`src/rtl/vc_fifo.sv`:
```
// Multi-channel FIFO: NUM_VC independent circular buffers with first-word-fall-through
// read data, per-channel occupancy flags and a sticky error flag for illegal accesses.
module vc_fifo #(
  parameter int WIDTH      = 8,
  parameter int DEPTH_LOG2 = 4,
  parameter int NUM_VC     = 2,
  parameter int AF_THRESH  = (2 ** DEPTH_LOG2) - 2,
  localparam int VCW       = (NUM_VC > 1) ? $clog2(NUM_VC) : 1
) (
  input  logic                              clk,
  input  logic                              reset,
  input  logic                              write,
  input  logic [VCW-1:0]                    write_vc,
  input  logic [WIDTH-1:0]                  item_in,
  input  logic                              read,
  input  logic [VCW-1:0]                    read_vc,
  output logic [WIDTH-1:0]                  item_out,
  output logic [NUM_VC-1:0]                 full,
  output logic [NUM_VC-1:0]                 empty,
  output logic [NUM_VC-1:0]                 almost_full,
  output logic [NUM_VC*(DEPTH_LOG2+1)-1:0]  count,
  output logic                              err
);

  localparam int DEPTH = 2 ** DEPTH_LOG2;
  localparam int CW    = DEPTH_LOG2 + 1;

  logic [WIDTH-1:0]      mem_r    [NUM_VC][DEPTH];
  logic [DEPTH_LOG2-1:0] wr_ptr_r [NUM_VC];
  logic [DEPTH_LOG2-1:0] rd_ptr_r [NUM_VC];
  logic [CW-1:0]         cnt_r    [NUM_VC];

  logic [NUM_VC-1:0] wr_hit_s;
  logic [NUM_VC-1:0] rd_hit_s;
  logic [NUM_VC-1:0] push_s;
  logic [NUM_VC-1:0] pop_s;
  logic              wr_bad_s;
  logic              rd_bad_s;

  // Channel decode and accept qualification; a select >= NUM_VC matches no channel.
  always_comb begin
    wr_hit_s = '0;
    rd_hit_s = '0;
    push_s   = '0;
    pop_s    = '0;
    for (int v = 0; v < NUM_VC; v++) begin
      wr_hit_s[v] = (write_vc == VCW'(v));
      rd_hit_s[v] = (read_vc == VCW'(v));
      push_s[v]   = write & wr_hit_s[v] & (cnt_r[v] != CW'(DEPTH));
      pop_s[v]    = read & rd_hit_s[v] & (cnt_r[v] != CW'(0));
    end
    // Any request that no channel accepted is an error (bad select, full or empty).
    wr_bad_s = write & ~(|push_s);
    rd_bad_s = read & ~(|pop_s);
  end

  // Status flags and packed occupancy, all from the registered counts.
  always_comb begin
    full        = '0;
    empty       = '0;
    almost_full = '0;
    count       = '0;
    for (int v = 0; v < NUM_VC; v++) begin
      full[v]             = (cnt_r[v] == CW'(DEPTH));
      empty[v]            = (cnt_r[v] == CW'(0));
      almost_full[v]      = (cnt_r[v] >= CW'(AF_THRESH));
      count[v*CW +: CW]   = cnt_r[v];
    end
  end

  // Fall-through head of the selected channel; zero when the select is out of range.
  always_comb begin
    item_out = '0;
    for (int v = 0; v < NUM_VC; v++) begin
      item_out = item_out | (rd_hit_s[v] ? mem_r[v][rd_ptr_r[v]] : '0);
    end
  end

  // Storage, pointers, counts and sticky error.
  always_ff @(posedge clk or negedge reset) begin
    if (!reset) begin
      err <= 1'b0;
      for (int v = 0; v < NUM_VC; v++) begin
        wr_ptr_r[v] <= '0;
        rd_ptr_r[v] <= '0;
        cnt_r[v]    <= '0;
        for (int d = 0; d < DEPTH; d++) begin
          mem_r[v][d] <= '0;
        end
      end
    end else begin
      if (wr_bad_s || rd_bad_s) begin
        err <= 1'b1;
      end else begin
        err <= err;
      end
      for (int v = 0; v < NUM_VC; v++) begin
        if (push_s[v]) begin
          mem_r[v][wr_ptr_r[v]] <= item_in;
          wr_ptr_r[v]           <= wr_ptr_r[v] + 1'b1;
        end else begin
          wr_ptr_r[v] <= wr_ptr_r[v];
        end
        if (pop_s[v]) begin
          rd_ptr_r[v] <= rd_ptr_r[v] + 1'b1;
        end else begin
          rd_ptr_r[v] <= rd_ptr_r[v];
        end
        case ({push_s[v], pop_s[v]})
          2'b10:   cnt_r[v] <= cnt_r[v] + 1'b1;
          2'b01:   cnt_r[v] <= cnt_r[v] - 1'b1;
          default: cnt_r[v] <= cnt_r[v];
        endcase
      end
    end
  end

endmodule

```
`config.mk`:
```
export PLATFORM = sky130hd
export DESIGN_NAME = vc_fifo
export DESIGN_NICKNAME = d
export VERILOG_FILES = /design/src/rtl/vc_fifo.sv
export SDC_FILE = /design/constraint.sdc
export NUM_CORES = 1
export LEC_CHECK = 0
export CORE_ASPECT_RATIO = 1.75
export CORE_MARGIN = 2
export CORE_UTILIZATION = 28
export DETAILED_ROUTE_END_ITERATION = 16
export PLACE_DENSITY = 0.39
export SYNTH_ARGS = -nofsm -noshare
export SYNTH_HDL_FRONTEND = slang
export SYNTH_SLANG_ARGS = --single-unit
```
`constraint.sdc`:
```
create_clock -name clk -period 3.2 [get_ports clk]
set_input_delay 0.96 -clock clk [delete_from_list [all_inputs] [get_ports clk]]
set_output_delay 0.96 -clock clk [all_outputs]
set_load 0.1 [all_outputs]
```
==> metrics.md, run 1 <==
| Metric | Value |
|---|---|
| # DRC | `0` |
| Psw | `7.82 mW` |
| I/O Buffers | `38` |
| Num CTS Buffers | `30` |
| Final wirelength | `40600 um` |
| Max Fanout on Critical Path | `8` |
| Die H | `296 um` |
| Adder-cell share of the synthesized area | `1.71%` |
| TritonCTS clock tree | `done` |
| Root Driver | `clkbuf_16` |
| Number of nets in the layout | `1186` |
| Clock power frac | `18.5%` |
| Post-synthesis cell type count | `45` |
| Setup_tns | `-0.811 ns` |
| Crit-path slowest cell | `dfrtp_2` |
| Vias in the first global route | `9475` |
| Grt total ovfl | `0` |
| Req. time, crit path | `2.24 ns` |
| Worst path arrival time | `2.38 ns` |
| Vias | `8644` |
| Register area share after synthesis | `52.0%` |
| Fmax | `299 MHz` |
| Static Leak | `7.82 nW` |
| Area of the multi-input gates | `6710 sq um` |
| Cell total after placement | `1750` |
| Ys Warns | `0` |
| Int Pwr | `11.6 mW` |
| Hold Buf Count CTS | `0` |
| WL met3 | `890 um` |
| I/O pins | `39` |
| Max Used Layer | `met5` |
| Clock latency on the worst-skew pair | `0.56 ns` |
| Core Area | `47900 sq um` |
| Ant diodes | `0` |
| Post-route insts no fill | `1823` |
| Mux contribution to synthesized area | `31.1%` |
| Worst Max-Slew Pin Slew | `0.713 ns` |
| Min cycle time layout | `3.34 ns` |
| HPWL after detailed placement | `28400 um` |
| PD cells | `1120 nW/um^2` |
| Met1 wire length | `15500 um` |
| XOR/XNOR share of the synthesized area | `1.48%` |
| Setup ws final | `-0.143 ns` |
| Initial cell density of the core | `28.4%` |
| CP cell instances | `buf_12 > buf_6 > mux2i_1 > a22oi_2 > nand4_1 > nand3_4 > buf_12` |
| Hold Crit Class | `in2async` |
| First-pass GRT wire length | `61800 um` |
| Peak supply drop | `0.988 mV` |
| Routed wl met2 | `22600 um` |
| RSZ-0062 raised after global routing | `yes` |
| Failing checks | `setup timing` |
| Syn_nets | `1064` |
| Setup CP Type | `reg2out` |
| DRT iter0 DRCs | `383` |
| Worst Skew | `0.00929 ns` |
| Worst slew margin | `52.4%` |
| Placement Rows | `106` |
| Critical path's top delay family | `buffers and inverters` |
| GP Congestion | `0.778` |
| Setup violators final | `8` |
| Slew Limit Fails | `0` |
| Logic gate share of total power | `49.5%` |
| Sequential share of power | `32.1%` |
| Status | `complete, but fails checks` |
| Initial antenna violation count | `1` |
| Die width | `171 um` |
| Cell repeated most along the worst path | `buf_12` |
| Post-synthesis cell count | `1032` |
| #FFs+latches synth | `283` |
| Post-Syn Area | `13600 sq um` |
| Largest net degree at the start of global routing | `77` |
| Wire per inst | `22.3 um` |
| Max_cap viols | `0` |
| Layout cells sized above 1 | `50.2%` |
| Worst path max stage delay | `0.51 ns` |
| Clock buffer depth | `3` |
| Worst path bufs/invs | `3` |
| TritonCTS Sinks | `283` |
| Fill count | `4688` |
| Clock-pin slew on the worst setup and hold paths | `0.06 ns` |
| DR vias/cell | `4.74` |
| Die footprint | `50500 sq um` |
| Post-Synth Simple-Gate Area | `6.65%` |
| Drt pass-1 iters | `4` |
| Area added between synthesis and finish | `27.5%` |
| ANT nets after route | `0` |
| GRT Total Usage | `16.6%` |
| CTS H-tree depth | `1` |
| Post-synthesis area per instance | `13.2 sq um` |
| Crit share post-route | `104%` |
| Sw frac | `40.2%` |
| Hold Slack | `0.372 ns` |
| Register Area | `7100 sq um` |
| CP Launch Type | `flip-flop` |
| CP Capture Type | `output pin` |
| Compound-Gate Fraction of Synth Area | `4.67%` |
| Final count of hold timing violations | `0` |
| Combinational family with the most area after synthesis | `multiplexers` |
[sequential cells by signal, indices dropped and copies added, names as in the netlist]
| signal | count |
|---|---|
| err | 1 |
| rd_ptr_r | 8 |
| wr_ptr_r | 8 |
| count | 10 |
| mem_r | 256 |
[kinds of logic (layout without fill, tap and decap cells)]
logic type               Yosys count  count (layout)
AO/OA/AOI/OAI                     93              93
flip-flops                       283             283
multiplexers                     390             390
buffers and inverters             78             221
adder cells (fa/ha/maj)           18              18
AND/OR/NAND/NOR                  147             147
XOR/XNOR                          23              23
[cells in the final DEF (no fill, tap or decap), types with 5 or more instances in the layout]
cell type          n
a21oi_1           22
a22o_1             6
a22o_4             9
a22oi_1           17
a22oi_2           15
a31oi_2            8
buf_12            26
buf_4            103
buf_6              9
clkbuf_1           9
clkbuf_16         32
clkbuf_8           9
clkdlybuf4s50_1   11
dfrtp_1          271
dfrtp_2            9
ha_1              15
inv_1             10
mux2_2           259
mux2i_1          111
mux2i_2           13
nand2_1           33
nand3_1           17
nand3_2            7
nand3b_2           5
nand4_1            9
nor2_1             7
nor2_2            26
nor2b_4            7
xnor2_1           13
xor2_1            10
[per-layer routing]
metal | global-route usage, % | vias up
met5 | 0 | -
li1 | - | 3971
met4 | 7.92 | 2
met3 | 1.82 | 58
met1 | 18.1 | 4509
met2 | 31.5 | 104
[worst register-to-register path, delay by kind of cell (launching register included)]
family	cells	cell delay [ns]
adders and majority gates	2	0.44
DFF	1	0.52
and+or+nand+nor	4	0.93
AOI/OAI and AO/OA	3	0.24
xor gates and xnor gates	2	0.28
buffers and inverters	1	0.10
[final cells by class]
type / count / share of cell area (%)
inverter: 11 / 0.245
sequential: 283 / 40.9
timing repair buffer: 157 / 9.68
multi-input combinational: 671 / 38.7
tap: 648 / 4.67
clock buffer: 49 / 5.38
clock inverter: 4 / 0.404
[synth_stat cells (all sizes together)]
| cell | number | area (sq um) |
|---|---|---|
| dfrtp | 283 | 7080 |
| mux2 | 262 | 2950 |
| mux2i | 128 | 1280 |
| clkbuf | 41 | 155 |
| nand2 | 34 | 135 |
| nor2 | 34 | 188 |
| a22oi | 32 | 240 |
| buf | 26 | 126 |
| nand3 | 25 | 125 |
| a21oi | 24 | 120 |
| ha | 17 | 213 |
| a22o | 16 | 140 |
| nand4 | 13 | 106 |
| xnor2 | 13 | 114 |
| inv | 11 | 41.3 |
| nor3 | 10 | 55.1 |
| xor2 | 10 | 87.6 |
| a31oi | 9 | 56.3 |
| nor2b | 9 | 56.3 |
| nand3b | 5 | 56.3 |
| nor4 | 5 | 97.6 |
| o21ai | 5 | 25.0 |
| and2 | 4 | 25.0 |
| a21o | 3 | 22.5 |
| a31o | 2 | 17.5 |
| and2b | 2 | 16.3 |
| nand2b | 2 | 12.5 |
| a211oi | 1 | 7.51 |
| and3 | 1 | 6.26 |
| fa | 1 | 20.0 |
| nor3b | 1 | 12.5 |
| o22ai | 1 | 6.26 |
| or2 | 1 | 6.26 |
| or3 | 1 | 6.26 |
[timing repair]
item,CTS,global route
setup buffers,15,2
gates cloned,5,1
hold endpoints to repair,0,0
endpoints found under the setup margin,8,9
pin swaps,26,23
gates resized for setup,77,40
[final timing paths]
path	from	end	slack (ns)	cells after the start
max in group asynchronous	reset	count[7]	2.06	2
max reg2reg	count[7]	count[9]	0.55	12
max	rd_ptr_r[2]	item_out[3]	-0.14	7
min	reset	mem_r[39]	0.37	1
min in group clk	err	err	0.49	2
min reg2reg	err	err	0.49	2
[power by group through the flow]
stage / clock network [mW] / registers (mW) / logic, mW
floorplan: 0 / 6.27 / 5.46
global placement: 0 / 6.20 / 8.59
detailed placement: 0 / 6.25 / 8.59
CTS: 3.71 / 6.25 / 9.45
global route: 3.84 / 6.47 / 10.2
finish: 3.59 / 6.24 / 9.62
[metrics by stage]
stage | worst slack, ns | total power [mW] | area (sq um) | util (%)
finish | -0.143 | 19.4 | 17400 | 36.2
global route | -0.205 | 20.5 | 17400 | 36.2
CTS | -0.188 | 19.4 | 17100 | 35.8
detailed placement | -0.255 | 14.8 | 15600 | 32.5
global placement | -0.224 | 14.8 | 15600 | 32.5
floorplan | -0.252 | 11.7 | 13700 | -
Power figures use the tool's default switching activity.
==> run 2, diff against run 1 <==
--- a/config.mk
+++ b/config.mk
@@ -10,5 +10,5 @@
 export CORE_UTILIZATION = 28
 export DETAILED_ROUTE_END_ITERATION = 16
-export PLACE_DENSITY = 0.39
+export PLACE_DENSITY = 0.41
 export SYNTH_ARGS = -nofsm -noshare
 export SYNTH_HDL_FRONTEND = slang
==> constraint.sdc (replaced) <==
create_clock -name clk -period 2.82 [get_ports clk]
set_input_delay 0.846 -clock clk [delete_from_list [all_inputs] [get_ports clk]]
set_output_delay 0.846 -clock clk [all_outputs]
set_load 0.05 [all_outputs]
==> run 2 against run 1 <==
  * The run still ends with setup timing left
  * Total power up 6.5%
  * Clock-buffer cell count down 9
  * Sequential share of layout area down 0.061 points
  * Routed wire length down 5.6%
  * Sequential power up 12%
  * Critical endpoint is now item_out[1]
  * Largest cell class unchanged
  * Highest routed layer is now met4
==> metrics.md, run 2 (synthesis results as in run 1) <==
| Metric | Value |
|---|---|
| Worst reg2reg endpoint | `count[4]` |
| DRT iter0 DRCs | `356` |
| Die H | `296 um` |
| Crit share post-route | `111%` |
| Clock buffer depth | `3` |
| Fill count | `4667` |
| Vias | `8531` |
| Num CTS Buffers | `30` |
| Clock latency on the worst-skew pair | `0.57 ns` |
| FF-to-FF setup slack | `0.19 ns` |
| CTS H-tree depth | `1` |
| Die width | `171 um` |
| Hold Crit Class | `in2async` |
| I/O Buffers | `38` |
| Worst Skew | `0.0236 ns` |
| Slew Limit Fails | `0` |
| Clock-pin slew on the worst setup and hold paths | `0.06 ns` |
| I/O pins | `39` |
| Max_cap viols | `0` |
| Vias in the first global route | `9348` |
| Most flop-heavy register | `mem_r` |
| Grt total ovfl | `0` |
| Root Driver | `clkbuf_16` |
| Static Leak | `7.87 nW` |
| Ant diodes | `0` |
| CP Capture Type | `output pin` |
| Final wirelength | `38400 um` |
| Initial antenna violation count | `0` |
| Worst slew margin | `53.2%` |
| # DRC | `0` |
| Hold Slack | `0.217 ns` |
| PD cells | `1190 nW/um^2` |
| HPWL after detailed placement | `27500 um` |
| Failing checks | `setup timing` |
| Wire per inst | `21.0 um` |
| Met3 Track Usage GR | `1.67%` |
| TritonCTS clock tree | `done` |
| Max Fanout on Critical Path | `14` |
| Commonest non-fill, non-tap cell in the layout | `dfrtp_1` |
| Placement Rows | `106` |
| TritonCTS Sinks | `283` |
| First-pass GRT wire length | `59200 um` |
| M2 GR Usage | `31.0%` |
| R2R Path Start | `count[1]` |
| Setup violators final | `8` |
| Area added between synthesis and finish | `27.5%` |
| Max reg flops | `256` |
| Largest net degree at the start of global routing | `52` |
| Fmax | `319 MHz` |
| Core Area | `47900 sq um` |
| Post-route insts no fill | `1831` |
| Worst Max-Slew Pin Slew | `0.702 ns` |
| Setup ws final | `-0.311 ns` |
| Layout cells sized above 1 | `46.6%` |
| Die footprint | `50500 sq um` |
| RSZ-0062 raised after global routing | `yes` |
| Min cycle time layout | `3.13 ns` |
| Number of nets in the layout | `1191` |
| Initial cell density of the core | `28.4%` |
| Met1 Usage GRT | `16.8%` |
| Req. time, crit path | `1.97 ns` |
| Commonest non-fill, non-tap cells in the layout | `273 x dfrtp_1, 259 x mux2_2, 123 x mux2i_1, 84 x buf_4, 49 x buf_12` |
| Cell total after placement | `1769` |
| Power Total | `20.7 mW` |
| CP Launch Type | `flip-flop` |
| Final count of hold timing violations | `0` |
| Dpl ws | `-0.456 ns` |
| Reg2Reg Depth | `11` |
| GP Congestion | `0.792` |
| Setup CP Type | `reg2out` |
| Peak supply drop | `0.620 mV` |
| GRT Max-Usage Layer | `met2` |
| DR vias/cell | `4.66` |
| GRT Total Usage | `15.7%` |
| Drt pass-1 iters | `4` |
| Hold Buf Count CTS | `0` |
| Setup_tns | `-2.41 ns` |
| ANT nets after route | `0` |
| Status | `complete, but fails checks` |
| Worst path arrival time | `2.28 ns` |
run 2: final cells by class:
type                            count  area [sq um]  share of cell area [%]
Timing Repair Buffer              162          1910                    11.0
Sequential cell                   283          7090                    40.9
Multi-Input combinational cell    671          6460                    37.2
Clock buffer                       40           850                    4.90
Clock inverter                     16           185                    1.07
Tap cell                          648           811                    4.67
Inverter                           11          43.8                   0.252
run 2: timing repair:
item	in CTS	in global routing
gates resized for setup	39	19
setup endpoints to repair	13	10
setup buffers	3	4
pin swaps	12	7
gates cloned	1	0
run 2: worst max-delay path: stages (launching register included):
cell	delay, ns
dfrtp_2	0.45
buf_12	0.19
mux2i_1	0.22
a22o_1	0.23
nor3_2	0.07
a31oi_2	0.21
nand3_2	0.15
buf_12	0.18
run 2: worst max-delay path by stage:
| stage | startpoint | to | slack (ns) |
|---|---|---|---|
| final | rd_ptr_r[5] | item_out[1] | -0.31 |
| after global routing | rd_ptr_r[5] | item_out[2] | -0.44 |
| after CTS | rd_ptr_r[5] | item_out[7] | -0.43 |
| after detailed placement | read_vc | item_out[3] | -0.46 |
| after global placement | read_vc | item_out[7] | -0.40 |
| after floorplan | count[7] | count[9] | -0.16 |
run 2: metrics by stage:
stage / area, sq um / utilization (%)
detailed placement: 16000 / 33.5
global route: 17400 / 36.2
CTS: 17300 / 36.1
finish: 17400 / 36.2
global placement: 16000 / 33.5
floorplan: 13700 / -
run 2: power breakdown:
part	switching, mW	internal, mW
Combinational	4.77	4.79
Sequential	1.17	5.80
Clock	1.70	2.48
run 2: routing by layer:
metal	vias up	share of wire, %
met5	-	0
met2	106	57
met4	0	3.2
li1	3985	-
met1	4392	37
met3	48	2.6
==> edit (config.mk and constraints of run 2) <==
Change the parameter `WIDTH` from 8 to 10.
--- a/src/rtl/vc_fifo.sv
+++ b/src/rtl/vc_fifo.sv
@@ -1,7 +1,7 @@
 // Multi-channel FIFO: NUM_VC independent circular buffers with first-word-fall-through
 // read data, per-channel occupancy flags and a sticky error flag for illegal accesses.
 module vc_fifo #(
-  parameter int WIDTH      = 8,
+  parameter int WIDTH      = 10,
   parameter int DEPTH_LOG2 = 4,
   parameter int NUM_VC     = 2,
   parameter int AF_THRESH  = (2 ** DEPTH_LOG2) - 2,
Interface: changed (resized item_in and item_out); port bits go from 39 to 43. No check against the original RTL was run, so the function may have changed too.
==> edit against run 2 <==
The flow still finishes with violations (setup timing). First-iteration DRC count fell by 11%. Routed wire length rose by 28%. Register-to-register slack better by 0.11 ns. Sequential cell count is 64 higher. Largest cell class unchanged. Critical endpoint is now item_out[5]. Synthesized area rose by 21%. Cell area rose by 23%. Power grew 24%. Cell count rose by 20%. Setup slack got worse by 0.14 ns.
==> edit: results (changes against run 2) <==
Clock network latency to the later pin of the worst-skew pair = 0.54 ns (-0.03 ns)
Slew margin rel. = 60.7% (+7.5 points)
Total routed wirelength = 49000 µm (+28%)
Fin Clk Skew = 0.0171 ns (-0.00657 ns)
Setup Total Neg Slack = -4.07 ns (-1.67 ns)
Top area cells in the synthesized netlist = sky130_fd_sc_hd__dfrtp_1 53%, sky130_fd_sc_hd__mux2_2 22%, sky130_fd_sc_hd__mux2i_1 9.7%, sky130_fd_sc_hd__a22oi_1 1.8%, sky130_fd_sc_hd__ha_1 1.3%
Failing checks = setup timing
Number of distinct library cells after synthesis = 43 (-4.4%)
Top cells by count, synth = 347 x sky130_fd_sc_hd__dfrtp_1, 321 x sky130_fd_sc_hd__mux2_2, 160 x sky130_fd_sc_hd__mux2i_1
H-tree depth = 2 (+1)
Avg Vias per Cell = 4.77 (+2.3%)
Critical R2R Launch = count[3]$_DFFE_PN0P_
Setup Viol. Count Final = 10 (+2)
Violation count after the first detailed-routing iteration = 318 (-11%)
Net count after synthesis = 1262 (+19%)
Placed cell count = 2110 (+19%)
First element of the critical path = rd_ptr_r[1]$_DFFE_PN0P_
Peak supply drop = 0.563 mV (-9.3%)
Worst-case register-to-register setup slack = 0.30 ns (+0.11 ns)
Maximum number of pins on one net before global-route repair = 63 (+21%)
Pre-CTS WS = -0.660 ns (-0.204 ns)
Routability congestion estimate = 0.762 (-3.8%)
Post-route worst setup slack = -0.452 ns (-0.142 ns)
Worst hold-check slack = 0.208 ns (-0.00901 ns)
Number of flip-flops under the largest register name = 320 (+25%)
Ratio of cells with drive above 1 in the final layout = 48.1% (+1.6 points)
Endpoint arrival time on the critical path = 2.43 ns (+0.15 ns)
Final net count = 1439 (+21%)
Highest fanout seen on the critical path = 6 (-8)
Combined global-route utilization of all metal layers = 16.1% (+0.45 points)
Vias in the first global route = 11.3k (+21%)
Count of buffers from port buffering = 42 (+11%)
Outcome = finished, violations left
Total clock buffers created by CTS = 37 (+23%)
-- edit: changes by cell type after synthesis, sizes merged, moves of 5 or more --
| cell | delta |
|---|---|
| nand2 | +5 |
| a22oi | +8 |
| clkbuf | +9 |
| dfrtp | +64 |
| mux2i | +32 |
| mux2 | +64 |
-- edit: power by group --
group          total, mW  switching, mW  internal, mW  leakage, nW
combinational       12.4           6.08          6.34         4.59
clock               4.82           2.04          2.78        0.574
sequential          8.43           1.32          7.11         4.45
total               25.7           9.44          16.2         9.62
-- edit: cells by family (layout without fill, tap and decap cells) --
logic type | count (synthesis) | count (layout) | share of synthesized area, %
XOR/XNOR | 24 | 24 | 1.28
AND/OR/NAND/NOR | 157 | 157 | 5.53
buffers and inverters | 88 | 289 | 2.27
AO/OA/AOI/OAI | 108 | 108 | 4.55
multiplexers | 486 | 486 | 32.1
adder cells (fa/ha/maj) | 18 | 18 | 1.42
flip-flops | 347 | 347 | 52.9
-- edit: how the worst max path moves through the flow --
stage | slack (ns) | to
final | -0.45 | item_out[5]
after global routing | -0.53 | item_out[5]
after CTS | -0.51 | item_out[5]
after detailed placement | -0.66 | item_out[9]
after global placement | -0.59 | item_out[1]
after floorplan | -0.19 | count[9]$_DFFE_PN0P_
-- edit: critical path, cell delays in order (launching register included) --
cell                      delay (ns)
sky130_fd_sc_hd__dfrtp_2        0.44
sky130_fd_sc_hd__buf_12         0.16
sky130_fd_sc_hd__buf_8          0.13
sky130_fd_sc_hd__buf_6          0.11
sky130_fd_sc_hd__mux2i_1        0.13
sky130_fd_sc_hd__a22o_1         0.26
sky130_fd_sc_hd__nor3_2         0.07
sky130_fd_sc_hd__a31oi_2        0.20
sky130_fd_sc_hd__nand3_2        0.17
sky130_fd_sc_hd__buf_12         0.19
-- edit: what timing repair did --
action / 4_1_cts / 5_1_grt
hold endpoints to repair: 0 / 0
pin swaps: 32 / 23
setup endpoints to repair: 15 / 13
hold buffers: 0 / 0
buffers inserted: 17 / 6
resized for setup: 67 / 38
gates cloned: 1 / 5
-- edit: cell type report --
cell class	count	area [µm²]	share of cell area, %
clock buffers	55	1100	5.15
multi-input cells	793	7800	36.7
repair buffers	218	2620	12.3
inverters	8	35.0	0.165
flip-flops and latches	347	8700	40.8
clock inverters	8	75.1	0.353
well taps	773	967	4.54
-- edit: routing by layer --
metal	part of all wire (%)	up-vias	GRT usage, %
met3	2.1	52	1.87
met5	0	-	0
li1	-	4801	-
met1	39	5538	18.2
met2	56	104	31.7
met4	2.1	0	4.14
